$ cat src/rtl/buzzer_round_ctrl.sv
// Three-player buzzer round controller: arm, first-press capture with
// A > B > C priority, verdict scoring with saturation, and a timed score display.
module buzzer_round_ctrl #(
    parameter int MAX_SCORE     = 15,
    parameter int ANSWER_CYCLES = 1000,
    parameter int SHOW_CYCLES   = 500
) (
    input  logic       clk,
    input  logic       rst,
    input  logic       buzz_a,
    input  logic       buzz_b,
    input  logic       buzz_c,
    input  logic       arm,
    input  logic       judge_ok,
    input  logic       judge_bad,
    input  logic       clear_scores,
    output logic [3:0] SA,
    output logic [3:0] SB,
    output logic [3:0] SC,
    output logic       score_A,
    output logic       score_B,
    output logic       score_C,
    output logic [2:0] winner,
    output logic       armed,
    output logic       timeout
);

    localparam int AW = (ANSWER_CYCLES > 1) ? $clog2(ANSWER_CYCLES) : 1;
    localparam int SW = (SHOW_CYCLES > 1) ? $clog2(SHOW_CYCLES) : 1;
    localparam logic [AW-1:0] A_LOAD = AW'(ANSWER_CYCLES - 1);
    localparam logic [SW-1:0] S_LOAD = SW'(SHOW_CYCLES - 1);
    localparam logic [3:0]    MAXV   = 4'(MAX_SCORE);

    typedef enum logic [1:0] {
        IDLE,
        ARMED,
        ANSWER,
        SHOW
    } state_t;

    state_t        r_state;
    logic [2:0]    r_prev;
    logic [AW-1:0] r_atmr;
    logic [SW-1:0] r_stmr;

    logic [2:0] w_buzz;
    logic [2:0] w_press;
    logic [2:0] w_first;
    logic [3:0] w_cur;
    logic [3:0] w_next;
    logic       w_ok;
    logic       w_bad;
    logic       w_verdict;

    assign w_buzz    = {buzz_a, buzz_b, buzz_c};
    assign w_press   = w_buzz & ~r_prev;
    assign w_ok      = judge_ok & ~judge_bad;
    assign w_bad     = judge_bad & ~judge_ok;
    assign w_verdict = judge_ok | judge_bad;

    // Several presses on one edge are legal, so this must be a priority chain.
    always_comb begin
        w_first = 3'b000;
        if (w_press[2])
            w_first = 3'b100;
        else if (w_press[1])
            w_first = 3'b010;
        else if (w_press[0])
            w_first = 3'b001;
    end

    always_comb begin
        w_cur = SC;
        if (winner[2])
            w_cur = SA;
        else if (winner[1])
            w_cur = SB;
        w_next = w_cur;
        if (w_ok)
            w_next = (w_cur >= MAXV) ? MAXV : w_cur + 4'd1;
        else if (w_bad)
            w_next = (w_cur == 4'd0) ? 4'd0 : w_cur - 4'd1;
    end

    always_ff @(posedge clk or posedge rst) begin
        if (rst) begin
            r_state <= IDLE;
            r_prev  <= 3'b111;
            r_atmr  <= '0;
            r_stmr  <= '0;
            SA      <= 4'd0;
            SB      <= 4'd0;
            SC      <= 4'd0;
            score_A <= 1'b0;
            score_B <= 1'b0;
            score_C <= 1'b0;
            winner  <= 3'b000;
            armed   <= 1'b0;
            timeout <= 1'b0;
        end else begin
            r_prev <= w_buzz;
            if (clear_scores) begin
                r_state <= IDLE;
                SA      <= 4'd0;
                SB      <= 4'd0;
                SC      <= 4'd0;
                score_A <= 1'b0;
                score_B <= 1'b0;
                score_C <= 1'b0;
                winner  <= 3'b000;
                armed   <= 1'b0;
            end else begin
                unique case (r_state)
                    IDLE: begin
                        if (arm) begin
                            r_state <= ARMED;
                            armed   <= 1'b1;
                            timeout <= 1'b0;
                        end
                    end
                    ARMED: begin
                        if (|w_press) begin
                            r_state <= ANSWER;
                            winner  <= w_first;
                            r_atmr  <= A_LOAD;
                            armed   <= 1'b0;
                        end
                    end
                    ANSWER: begin
                        r_atmr <= r_atmr - 1'b1;
                        // A verdict on the final timer cycle beats the timeout.
                        if (w_verdict || r_atmr == '0) begin
                            if (!w_verdict)
                                timeout <= 1'b1;
                            if (winner[2])
                                SA <= w_next;
                            if (winner[1])
                                SB <= w_next;
                            if (winner[0])
                                SC <= w_next;
                            {score_A, score_B, score_C} <= winner;
                            r_stmr  <= S_LOAD;
                            r_state <= SHOW;
                        end
                    end
                    SHOW: begin
                        if (r_stmr == '0) begin
                            r_state <= IDLE;
                            winner  <= 3'b000;
                            score_A <= 1'b0;
                            score_B <= 1'b0;
                            score_C <= 1'b0;
                        end else begin
                            r_stmr <= r_stmr - 1'b1;
                        end
                    end
                    default: r_state <= IDLE;
                endcase
            end
        end
    end

endmodule

$ cat config.mk
export PLATFORM = sky130hd
export DESIGN_NAME = buzzer_round_ctrl
export DESIGN_NICKNAME = d
export VERILOG_FILES = /design/src/rtl/buzzer_round_ctrl.sv
export SDC_FILE = /design/constraint.sdc
export NUM_CORES = 1
export LEC_CHECK = 0
export BUFFER_PORTS_ARGS = -buffer_cell sky130_fd_sc_hd__buf_2
export CAP_MARGIN = 20
export CORE_UTILIZATION = 63
export CTS_CLUSTER_DIAMETER = 60
export DETAILED_ROUTE_END_ITERATION = 7
export GPL_TIMING_DRIVEN = 0
export PLACE_DENSITY = 0.85
export SLEW_MARGIN = 15
export SYNTH_ARGS = -nofsm -noshare
export SYNTH_HDL_FRONTEND = slang
export SYNTH_SLANG_ARGS = --single-unit
$ cat constraint.sdc
create_clock -name clk -period 4.89 [get_ports clk]
set_input_delay 0.7335 -clock clk [delete_from_list [all_inputs] [get_ports clk]]
set_output_delay 0.7335 -clock clk [all_outputs]
set_load 0.05 [all_outputs]
==> impl_metrics.csv <==
group,metric,value,unit
status,status,"finished clean",
sta,slew_headroom,0.4909,
synth,ys.flop_type,"dfrtp_1",
synth,syn_area,2591,µm²
clock_tree,cts_resized,0,
die,core_area,3799,µm²
worst_setup_path,critPathLaunchType,"register",
worst_setup_path,path_cells,"clkbuf_1, mux2i_1, o21a_1, inv_1, ha_1, o311ai_0, a31oi_1",
placement,port_buffers,27,
synth,ys_warn_count,0,
power_and_ir_drop,leakage,0.001252,µW
route,firstDrtPassIters,4,
worst_setup_path,crit_buf_inv,2,
worst_setup_path,critPathCaptureType,"register",
sta,fin_crit_sh,0.5539,
die,dieArea,4374,µm²
placement,dp_hpwl,4362,µm
clock_tree,clk_pin_slew,0.09,ns
sta,finalSetupTns,0,ns
clock_tree,postCtsHoldBufs,0,
final_layout,multi_input_area,1381,µm²
clock_tree,cts_buffer_depth,2,
final_layout,drive_gt1_frac,0.1688,
clock_tree,cts_root_buffer,"clkbuf_8",
global_routing,first_global_vias,2162,
die,rows,22,
die,die_x,66.14,µm
route,dr.first_iter.drc_count,246,
sta,setup_viol,0,
sta,clock_skew,0.009067,ns
worst_setup_path,cp.arrival,2.85,ns
clock_tree,cts.sink_count,44,
global_routing,grt_start_max_net_pins,31,
final_layout,fin_cells,362,
sta,hold_viol_final,0,
route,wl_per_cell,16.35,µm
synth,synth-edff-count,0,
clock_tree,htree_levels,2,
worst_setup_path,cpMaxStageDelayCell,"o311ai_0",
placement,placed_cell_area,2806,µm²
worst_setup_path,critPathMaxFanout,8,
die,die_y,66.14,µm
final_layout,stdcell_area,2884,µm²
global_routing,overflow,0,
placement,place_congestion,0.9109,
power_and_ir_drop,power_density,395.1,nW/µm²
synth,ys_ff_latch,44,
global_routing,grt_usage,0.2981,
worst_setup_path,crit_type,"reg2reg",
clock_tree,cts_tree,"built",
power_and_ir_drop,ir_worst_vdd,0.2782,mV
placement,preCtsSetupSlack,2.275,ns
sta,rsz0062_at_grt,"false",
sta,fmax,369.2,MHz
route,vias,2312,
synth,ys_seq_area_frac,0.4264,
sta,timing.final.ws_setup,2.181,ns
sta,finalMaxSlewViolations,0,
global_routing,antenna_found_initial,0,
synth,synth-async-reset-ratio,1.000,
die,start_util,0.6821,
route,drc,0,
final_layout,area_delta_synth_final,11.30,%
synth,synthesis.instances,279,
worst_setup_path,critPathTopFamily,"compound AO/OA/AOI/OAI gates",
placement,dp_cells,355,
worst_setup_path,slowest_delay,0.71,ns
final_layout,nets,332,
synth,synth.distinct_cells,57,
clock_tree,clk-insertion-delay-late,0.29,ns
route,drt-total-wl,5917,µm
clock_tree,cts_buffers,5,
worst_setup_path,critical_path_required,5.04,ns
route,ant_nets,0,
final_layout,n_antenna_cell,0,
worst_hold_path,min_path_type,"in2async",
sta,finalCriticalPeriod,2.709,ns
global_routing,grt_first_pass_wirelength,9735,µm
final_layout,regArea,1105,µm²
synth,synth.avg_cell_area,9.288,µm²
sta,worst_slew_pin_slew,0.7541,ns
clock_tree,postCtsSetupBuffers,0,
sta,whs,0.3878,ns
die,ios,29,
flow_run,cap_violations,0,
route,via_per_inst,6.387,
final_layout,fillers,296,
synth,syn_nets,297,
-- synth_stat cells (8+ instances only) --
cell type,n,area share
a21oi_1,10,0.019
clkbuf_1,9,0.013
dfrtp_1,41,0.40
ha_1,9,0.043
inv_1,15,0.022
mux2i_1,8,0.031
nand2_1,17,0.025
nand2b_1,8,0.019
nand4_1,8,0.019
nor2_1,34,0.049
o211ai_1,10,0.029
o21ai_0,23,0.044
-- cell families after synthesis --
family | synth area share
AO/OA/AOI/OAI | 0.2221
XOR/XNOR | 0.01014
adder cells (fa/ha/maj) | 0.04346
buffers and inverters | 0.04056
flip-flops | 0.4264
multiplexers | 0.03960
AND/OR/NAND/NOR | 0.2178
-- state kept, by name (all words and copies together), names as in the netlist --
name     count
r_stmr       9
SB           4
r_prev       3
score_B      1
r_atmr      10
SA           4
score_A      1
SC           4
timeout      1
r_state      2
winner       3
armed        1
score_C      1
-- final cells by class --
class / count / area share
multi-input cells: 208 / 0.4790
flip-flops and latches: 44 / 0.3831
repair buffers: 28 / 0.05380
clock buffers: 6 / 0.02516
well taps: 48 / 0.02082
inverters: 15 / 0.01952
plain buffers: 12 / 0.01692
clock inverters: 1 / 0.001735
-- report_power, final --
group / switching [µW] / leakage, µW / internal [µW] / total, µW
logic: 258 / 0.000676 / 146 / 404
registers: 77.6 / 0.000535 / 441 / 518
clock network: 120 / 0.0000410 / 97.4 / 218
total: 455 / 0.00125 / 684 / 1140
-- routing by layer --
metal	global-route usage	part of all wire	up-vias
met4	0.09574	0.015	0
met1	0.4047	0.46	1124
met5	0	0	-
li1	-	-	1105
met2	0.4898	0.48	72
met3	0.04310	0.048	11
-- cell usage in the layout (no fill, tap or decap), drive strengths merged, types with 8 or more instances in the layout --
| cell type | count |
|---|---|
| dfrtp | 41 |
| nor2 | 34 |
| buf | 31 |
| o21ai | 24 |
| nand2 | 17 |
| inv | 15 |
| clkbuf | 15 |
| o211ai | 10 |
| a21oi | 10 |
| ha | 9 |
| mux2i | 8 |
| nand2b | 8 |
| nand4 | 8 |
| nor4 | 8 |
-- stage by stage --
stage	power (µW)	utilization
CTS	1138	0.7592
detailed placement	922.4	0.7388
floorplan	822.3	-
finish	1140	0.7592
global placement	901.6	0.7335
global route	1220	0.7592
-- final timing paths --
path / to / cells after the start / from / slack, ns
min reg2reg: timeout / 1 / timeout / 0.49
min: r_stmr[3] / 2 / rst / 0.39
max: SB[3] / 7 / winner[1] / 2.18
max reg2reg: SB[3] / 7 / winner[1] / 2.18
max in group asynchronous: SB[1] / 3 / rst / 4.03
min in group clk: timeout / 1 / timeout / 0.49
No activity file was read; power rests on OpenSTA's default activity.
